==> src/rtl/uart_rx_frame_loader_pkg.sv <==
// Shared frame-loader definitions: FSM state encoding, error codes, default sync marker
// and the header length legality rule.
package uart_rx_frame_loader_pkg;

   typedef enum logic [2:0] {
      ST_IDLE    = 3'd0,
      ST_LEN_HI  = 3'd1,
      ST_LEN_LO  = 3'd2,
      ST_PAYLOAD = 3'd3,
      ST_CHECK   = 3'd4,
      ST_HOLD    = 3'd5
   } state_e;

   typedef enum logic [1:0] {
      ERR_NONE    = 2'b00,
      ERR_LEN     = 2'b01,
      ERR_CSUM    = 2'b10,
      ERR_TIMEOUT = 2'b11
   } err_e;

   localparam logic [7:0] SYNC_DEFAULT = 8'hA5;

   // A zero-length frame carries nothing to load, so it is rejected like an oversize one.
   function automatic logic len_legal(input logic [15:0] len, input logic [15:0] max_len);
      return (len != 16'd0) && (len <= max_len);
   endfunction

endpackage

==> src/rtl/frame_timeout_timer.sv <==
// Inter-byte idle timer for the frame loader: reloads on clear, counts down while enabled.
// Assembled only when FRAME_TIMEOUT_EN is defined; otherwise this file is empty.
`ifdef FRAME_TIMEOUT_EN
module frame_timeout_timer #(
   parameter int unsigned CYCLES = 2000000
) (
   input  logic clk_i,
   input  logic rst_n_i,
   input  logic clear_i,
   input  logic enable_i,
   output logic expired_o
);

   localparam int unsigned CNT_W = (CYCLES > 2) ? $clog2(CYCLES) : 1;
   // Loading CYCLES-1 makes expired_o visible on the CYCLES-th enabled clock after a clear.
   localparam logic [CNT_W-1:0] LOAD = CNT_W'(CYCLES - 1);

   logic [CNT_W-1:0] cnt_q, cnt_d;

   always_comb begin
      cnt_d = cnt_q;
      if (clear_i) begin
         cnt_d = LOAD;
      end else if (enable_i && (cnt_q != '0)) begin
         cnt_d = cnt_q - CNT_W'(1);
      end
   end

   always_ff @(posedge clk_i or negedge rst_n_i) begin
      if (!rst_n_i) begin
         cnt_q <= LOAD;
      end else begin
         cnt_q <= cnt_d;
      end
   end

   assign expired_o = (cnt_q == '0);

endmodule
`endif

==> src/rtl/uart_rx_frame_loader.sv <==
// Parses SYNC/LEN_HI/LEN_LO/payload/CHECKSUM frames from the UART receiver into the pixel buffer.
// Define FRAME_TIMEOUT_EN to abort frames that stall between bytes for TIMEOUT_CYCLES clocks.
//
// state      | meaning
// IDLE       | hunting for SYNC_BYTE
// LEN_HI     | expecting length high byte
// LEN_LO     | expecting length low byte, length validated here
// PAYLOAD    | writing payload bytes to the buffer
// CHECK      | expecting checksum byte
// HOLD       | good frame held until frame_ack
module uart_rx_frame_loader
   import uart_rx_frame_loader_pkg::*;
#(
   parameter int unsigned ADDR_WIDTH     = 10,
   parameter int unsigned MAX_PAYLOAD    = 784,
   parameter logic [7:0]  SYNC_BYTE      = SYNC_DEFAULT,
   parameter int unsigned TIMEOUT_CYCLES = 2000000
) (
   input  logic                  clk_i,
   input  logic                  rst_n_i,
   input  logic [7:0]            rx_data_i,
   input  logic                  rx_done_tick_i,
   output logic                  wr_en_o,
   output logic [ADDR_WIDTH-1:0] wr_addr_o,
   output logic [7:0]            wr_data_o,
   output logic                  frame_valid_o,
   output logic [15:0]           frame_len_o,
   input  logic                  frame_ack_i,
   output logic                  frame_error_o,
   output logic [1:0]            err_code_o,
   output logic                  overrun_o,
   output logic                  busy_o
);

   localparam logic [15:0] MAX_LEN = 16'(MAX_PAYLOAD);

   state_e                state_q, state_d;
   logic [15:0]           len_q, len_d;
   logic [7:0]            acc_q, acc_d;
   logic [ADDR_WIDTH-1:0] idx_q, idx_d;
   logic                  wr_en_q, wr_en_d;
   logic [ADDR_WIDTH-1:0] wr_addr_q, wr_addr_d;
   logic [7:0]            wr_data_q, wr_data_d;
   logic                  frame_valid_q, frame_valid_d;
   logic [15:0]           frame_len_q, frame_len_d;
   logic                  frame_error_q, frame_error_d;
   err_e                  err_code_q, err_code_d;
   logic                  overrun_q, overrun_d;
   logic                  busy_q;

   logic [7:0]            acc_sum;
   logic [15:0]           len_rx;
   logic [ADDR_WIDTH-1:0] idx_inc;
   logic                  is_sync;
   logic                  timeout_hit;

   assign acc_sum = acc_q + rx_data_i;
   assign len_rx  = {len_q[15:8], rx_data_i};
   assign idx_inc = idx_q + ADDR_WIDTH'(1);
   assign is_sync = rx_done_tick_i && (rx_data_i == SYNC_BYTE);

`ifdef FRAME_TIMEOUT_EN
   logic in_frame;
   logic timer_clr;
   logic timer_expired;

   assign in_frame  = (state_q == ST_LEN_HI) || (state_q == ST_LEN_LO) ||
                      (state_q == ST_PAYLOAD) || (state_q == ST_CHECK);
   assign timer_clr = rx_done_tick_i || ((state_d == ST_LEN_HI) && (state_q != ST_LEN_HI));

   frame_timeout_timer #(
      .CYCLES (TIMEOUT_CYCLES)
   ) u_timeout (
      .clk_i     (clk_i),
      .rst_n_i   (rst_n_i),
      .clear_i   (timer_clr),
      .enable_i  (in_frame),
      .expired_o (timer_expired)
   );

   // A byte arriving on the expiry cycle still counts as in time.
   assign timeout_hit = in_frame && timer_expired && !rx_done_tick_i;
`else
   assign timeout_hit = 1'b0;
`endif

   always_comb begin
      state_d       = state_q;
      len_d         = len_q;
      acc_d         = acc_q;
      idx_d         = idx_q;
      wr_en_d       = 1'b0;
      wr_addr_d     = wr_addr_q;
      wr_data_d     = wr_data_q;
      frame_valid_d = frame_valid_q;
      frame_len_d   = frame_len_q;
      frame_error_d = 1'b0;
      err_code_d    = err_code_q;
      overrun_d     = 1'b0;

      case (state_q)
         ST_IDLE: begin
            if (is_sync) begin
               state_d = ST_LEN_HI;
            end
         end
         ST_LEN_HI: begin
            if (rx_done_tick_i) begin
               len_d   = {rx_data_i, 8'h00};
               acc_d   = rx_data_i;
               state_d = ST_LEN_LO;
            end
         end
         ST_LEN_LO: begin
            if (rx_done_tick_i) begin
               len_d = len_rx;
               acc_d = acc_sum;
               if (len_legal(len_rx, MAX_LEN)) begin
                  idx_d   = '0;
                  state_d = ST_PAYLOAD;
               end else begin
                  frame_error_d = 1'b1;
                  err_code_d    = ERR_LEN;
                  state_d       = ST_IDLE;
               end
            end
         end
         ST_PAYLOAD: begin
            if (rx_done_tick_i) begin
               wr_en_d   = 1'b1;
               wr_addr_d = idx_q;
               wr_data_d = rx_data_i;
               acc_d     = acc_sum;
               idx_d     = idx_inc;
               // len never exceeds MAX_PAYLOAD, so its low ADDR_WIDTH bits hold it exactly.
               if (idx_inc == len_q[ADDR_WIDTH-1:0]) begin
                  state_d = ST_CHECK;
               end
            end
         end
         ST_CHECK: begin
            if (rx_done_tick_i) begin
               if (acc_sum == 8'h00) begin
                  frame_valid_d = 1'b1;
                  frame_len_d   = len_q;
                  state_d       = ST_HOLD;
               end else begin
                  frame_error_d = 1'b1;
                  err_code_d    = ERR_CSUM;
                  state_d       = ST_IDLE;
               end
            end
         end
         ST_HOLD: begin
            if (frame_ack_i) begin
               frame_valid_d = 1'b0;
               state_d       = is_sync ? ST_LEN_HI : ST_IDLE;
            end else if (rx_done_tick_i) begin
               overrun_d = 1'b1;
            end
         end
         default: begin
            state_d = ST_IDLE;
         end
      endcase

      if (timeout_hit) begin
         frame_error_d = 1'b1;
         err_code_d    = ERR_TIMEOUT;
         state_d       = ST_IDLE;
      end
   end

   always_ff @(posedge clk_i or negedge rst_n_i) begin
      if (!rst_n_i) begin
         state_q       <= ST_IDLE;
         len_q         <= '0;
         acc_q         <= '0;
         idx_q         <= '0;
         wr_en_q       <= 1'b0;
         wr_addr_q     <= '0;
         wr_data_q     <= '0;
         frame_valid_q <= 1'b0;
         frame_len_q   <= '0;
         frame_error_q <= 1'b0;
         err_code_q    <= ERR_NONE;
         overrun_q     <= 1'b0;
         busy_q        <= 1'b0;
      end else begin
         state_q       <= state_d;
         len_q         <= len_d;
         acc_q         <= acc_d;
         idx_q         <= idx_d;
         wr_en_q       <= wr_en_d;
         wr_addr_q     <= wr_addr_d;
         wr_data_q     <= wr_data_d;
         frame_valid_q <= frame_valid_d;
         frame_len_q   <= frame_len_d;
         frame_error_q <= frame_error_d;
         err_code_q    <= err_code_d;
         overrun_q     <= overrun_d;
         busy_q        <= (state_d != ST_IDLE);
      end
   end

   assign wr_en_o       = wr_en_q;
   assign wr_addr_o     = wr_addr_q;
   assign wr_data_o     = wr_data_q;
   assign frame_valid_o = frame_valid_q;
   assign frame_len_o   = frame_len_q;
   assign frame_error_o = frame_error_q;
   assign err_code_o    = err_code_q;
   assign overrun_o     = overrun_q;
   assign busy_o        = busy_q;

endmodule
==> config.mk <==
export PLATFORM = sky130hd
export DESIGN_NAME = uart_rx_frame_loader
export DESIGN_NICKNAME = d
export VERILOG_FILES = /design/src/rtl/uart_rx_frame_loader_pkg.sv /design/src/rtl/frame_timeout_timer.sv /design/src/rtl/uart_rx_frame_loader.sv
export SDC_FILE = /design/constraint.sdc
export NUM_CORES = 1
export LEC_CHECK = 0
export CAP_MARGIN = 0
export CORE_MARGIN = 5
export CORE_UTILIZATION = 38
export CTS_BUF_LIST = sky130_fd_sc_hd__clkbuf_8
export DETAILED_ROUTE_END_ITERATION = 6
export PLACE_DENSITY = 0.63
export SLEW_MARGIN = 20
export SYNTH_ARGS = -nofsm -noshare
export SYNTH_HDL_FRONTEND = slang
export SYNTH_HIERARCHICAL = 1
export SYNTH_SLANG_ARGS = --single-unit
==> constraint.sdc <==
create_clock -name clk_i -period 5.8 [get_ports clk_i]
set_input_delay 1.45 -clock clk_i [delete_from_list [all_inputs] [get_ports clk_i]]
set_output_delay 1.45 -clock clk_i [all_outputs]
set_load 0.02 [all_outputs]
==> results.cfg <==
[outcome]
status = complete, no violations

[timing]
worst_pin_slew_ns = 0.904
tns_ns = 0
final_hold_viol_count = 0
drv_slew = 0
period_needed_ns = 4.31
fmax_mhz = 232
finalSetupViolations = 0
fin_crit_sh_pct = 74.3
fin_skew_ns = 0.0154
slew_headroom_pct = 39.5
rsz0062_at_grt = false

[global_route]
grt_overflow = 0
grt_pass1_vias = 2994
antenna_found_initial = 0
grt_first_pass_wirelength_um = 15400
grt_usage_pct = 15.2
grt_max_degree = 79

[synthesis]
synth.top_cell.area_share_pct = 48.6
synth-async-reset-ratio_pct = 100
yosysTopAreaCell = dfrtp_1
synth_seq_cells = 78
syn-cell-area_mm2 = 0.00402
synth_commonest_cells = dfrtp_1, nand2_1, o21ai_0
synth_area_leaders = dfrtp_1, mux2_2, o21ai_0
synth.most_common_cell = dfrtp_1
syn_area_per_cell_um2 = 10.6
synth_cell_type_count = 51
syn-instance-count = 380
synth_flop_cell = dfrtp_1
syn_nets = 401
synth_enable_flop_cells = 0
yosysSeqAreaShare_pct = 48.6
yosysWarnings = 6

[setup_path]
worstPathMaxFanout = 18
slowest_stage = clkdlybuf4s50_1
critPathLaunchType = input port
cp-end-kind = register
cpPeakStageDelay_ns = 0.65
cp_top_family = simple AND/OR/NAND/NOR gates
crit_buf_inv = 2
required_ns = 6.04
worstPathArrival_ns = 4.55
critPathKind = input port to register
crit_chain = clkdlybuf4s50_1 > ha_1 > inv_1 > fa_1 > nand2b_1 > a21oi_1 > o211ai_1 > nor4_2 > nand4_4 > mux2_4

[clock_network]
cts_resized = 0
ctsHoldBuffers = 0
htreeDepth = 3
numClockSinks = 78
clk_transition_reported_paths_ns = 0.08
root_buffer = clkbuf_8
clk_latency_ns = 0.36
cts_buffer_depth = 2
cts_made_buffers = 9
cts_tree = yes
post_cts_buffers = 0

[placed_design]
gp_congestion = 0.881
dpl.hpwl_um = 6590
io_buffers = 52

[drt]
routed_wl_um = 9220
final_antenna_net_count = 0
wl_per_cell_um = 16.2
via_per_inst = 5.34
drc_errors = 0
dr.pass1.iters = 4
vias = 3032
drtIter0Drc = 156

[floorplanning]
dieArea_mm2 = 0.0127
die_w_um = 113
num_rows = 37
ios = 53
die_h_um = 113
initial_core_util_pct = 38.9
core_mm2 = 0.0103

[layout]
drive_above_1_share_pct = 14.8
antenna_cells = 0
fillers = 951
syn2layout_area_growth_pct = 20.6
seqCellArea_mm2 = 0.00195
nets = 448
multi_input_area_mm2 = 0.00196
finalCoreUtilization_pct = 46.9

[power]
peakVddDrop_uv = 193
p_leak_nw = 2.15
p_per_area_mw_per_mm2 = 381
power_mw = 1.84

[hold_path]
holdCritPathClass = register to register

[run]
max_cap_viol_count = 0
[per-layer routing]
metal / vias up / GRT usage (%) / routed length [um]
li1: 1455 / - / -
met1: 1479 / 21.0 / 4270
met2: 82 / 22.8 / 4280
met3: 16 / 3.48 / 477
met4: 0 / 6.41 / 198
met5: - / 0 / 0
[cells by family (layout without fill, tap and decap cells)]
logic type / Yosys count / after routing / share of synthesized area (%)
and+or+nand+nor: 124 / 124 / 15.7
DFF: 78 / 78 / 48.6
AOI/OAI and AO/OA: 77 / 77 / 12.0
muxes: 47 / 47 / 13.8
buffers and inverters: 26 / 78 / 2.74
xor gates and xnor gates: 19 / 19 / 4.14
adders and majority gates: 9 / 9 / 2.99
[registers in the layout, summed over array words and instances (netlist names), 2 cells and up]
name         count
frame_len_o     16
len_q           16
idx_q           10
wr_addr_o       10
acc_q            8
wr_data_o        8
state_q          3
err_code_o       2
[cell type report]
| type | count | area share (%) |
|---|---|---|
| Sequential cell | 78 | 40.3 |
| Tap cell | 136 | 3.51 |
| Clock buffer | 9 | 2.56 |
| Clock inverter | 7 | 1.65 |
| Inverter | 10 | 0.775 |
| Timing Repair Buffer | 52 | 10.8 |
| Multi-Input combinational cell | 276 | 40.4 |
[stage by stage]
stage	std cells	instance area (um^2)	setup WS, ns	hold slack (ns)
3_3_place_gp	552	4630	1.20	0.469
2_1_floorplan	380	4020	2.11	0.454
5_1_grt	568	4840	1.28	0.529
6_report	568	4840	1.49	0.494
4_1_cts	568	4840	1.51	0.498
3_5_place_dp	552	4630	1.12	0.479
[report_power, final]
part           switching [mW]  total [mW]  internal, mW
clock                   0.219       0.422         0.203
sequential              0.105       0.764         0.659
combinational           0.364       0.658         0.295
total                   0.687        1.84          1.16
[final timing paths]
| path | start | end | slack [ns] | cells past startpoint |
|---|---|---|---|---|
| worst min-delay path | acc_q[3] | acc_q[3] | 0.49 | 2 |
| worst max-delay path | rx_data_i[0] | frame_len_o[12] | 1.49 | 10 |
| max in group asynchronous | rst_n_i | len_q[12] | 4.21 | 1 |
| min in group asynchronous | rst_n_i | idx_q[3] | 1.12 | 1 |
| worst min register to register | acc_q[3] | acc_q[3] | 0.49 | 2 |
| worst max register to register | acc_q[0] | frame_len_o[12] | 2.90 | 9 |
[cells in the final DEF, fill, tap and decap left out, drive strengths merged, types with 5 or more instances in the layout]
master / instances
nand3: 8
xnor2: 9
dfrtp: 78
clkdlybuf4s50: 51
nor2: 25
nor3: 5
mux2: 41
or3: 6
a21oi: 10
ha: 8
nand2: 46
xor2: 10
nand4: 7
inv: 12
clkbuf: 9
o21ai: 40
mux2i: 6
[worst reg2reg max path, delay by kind of cell (launching register included)]
| family | cells | cell delay (ns) |
|---|---|---|
| AND/OR/NAND/NOR | 3 | 1.04 |
| adder cells (fa/ha/maj) | 2 | 0.57 |
| multiplexers | 1 | 0.45 |
| flip-flops | 1 | 0.38 |
| AO/OA/AOI/OAI | 2 | 0.28 |
| buffers and inverters | 1 | 0.06 |
(Power assumes the default switching activity.)
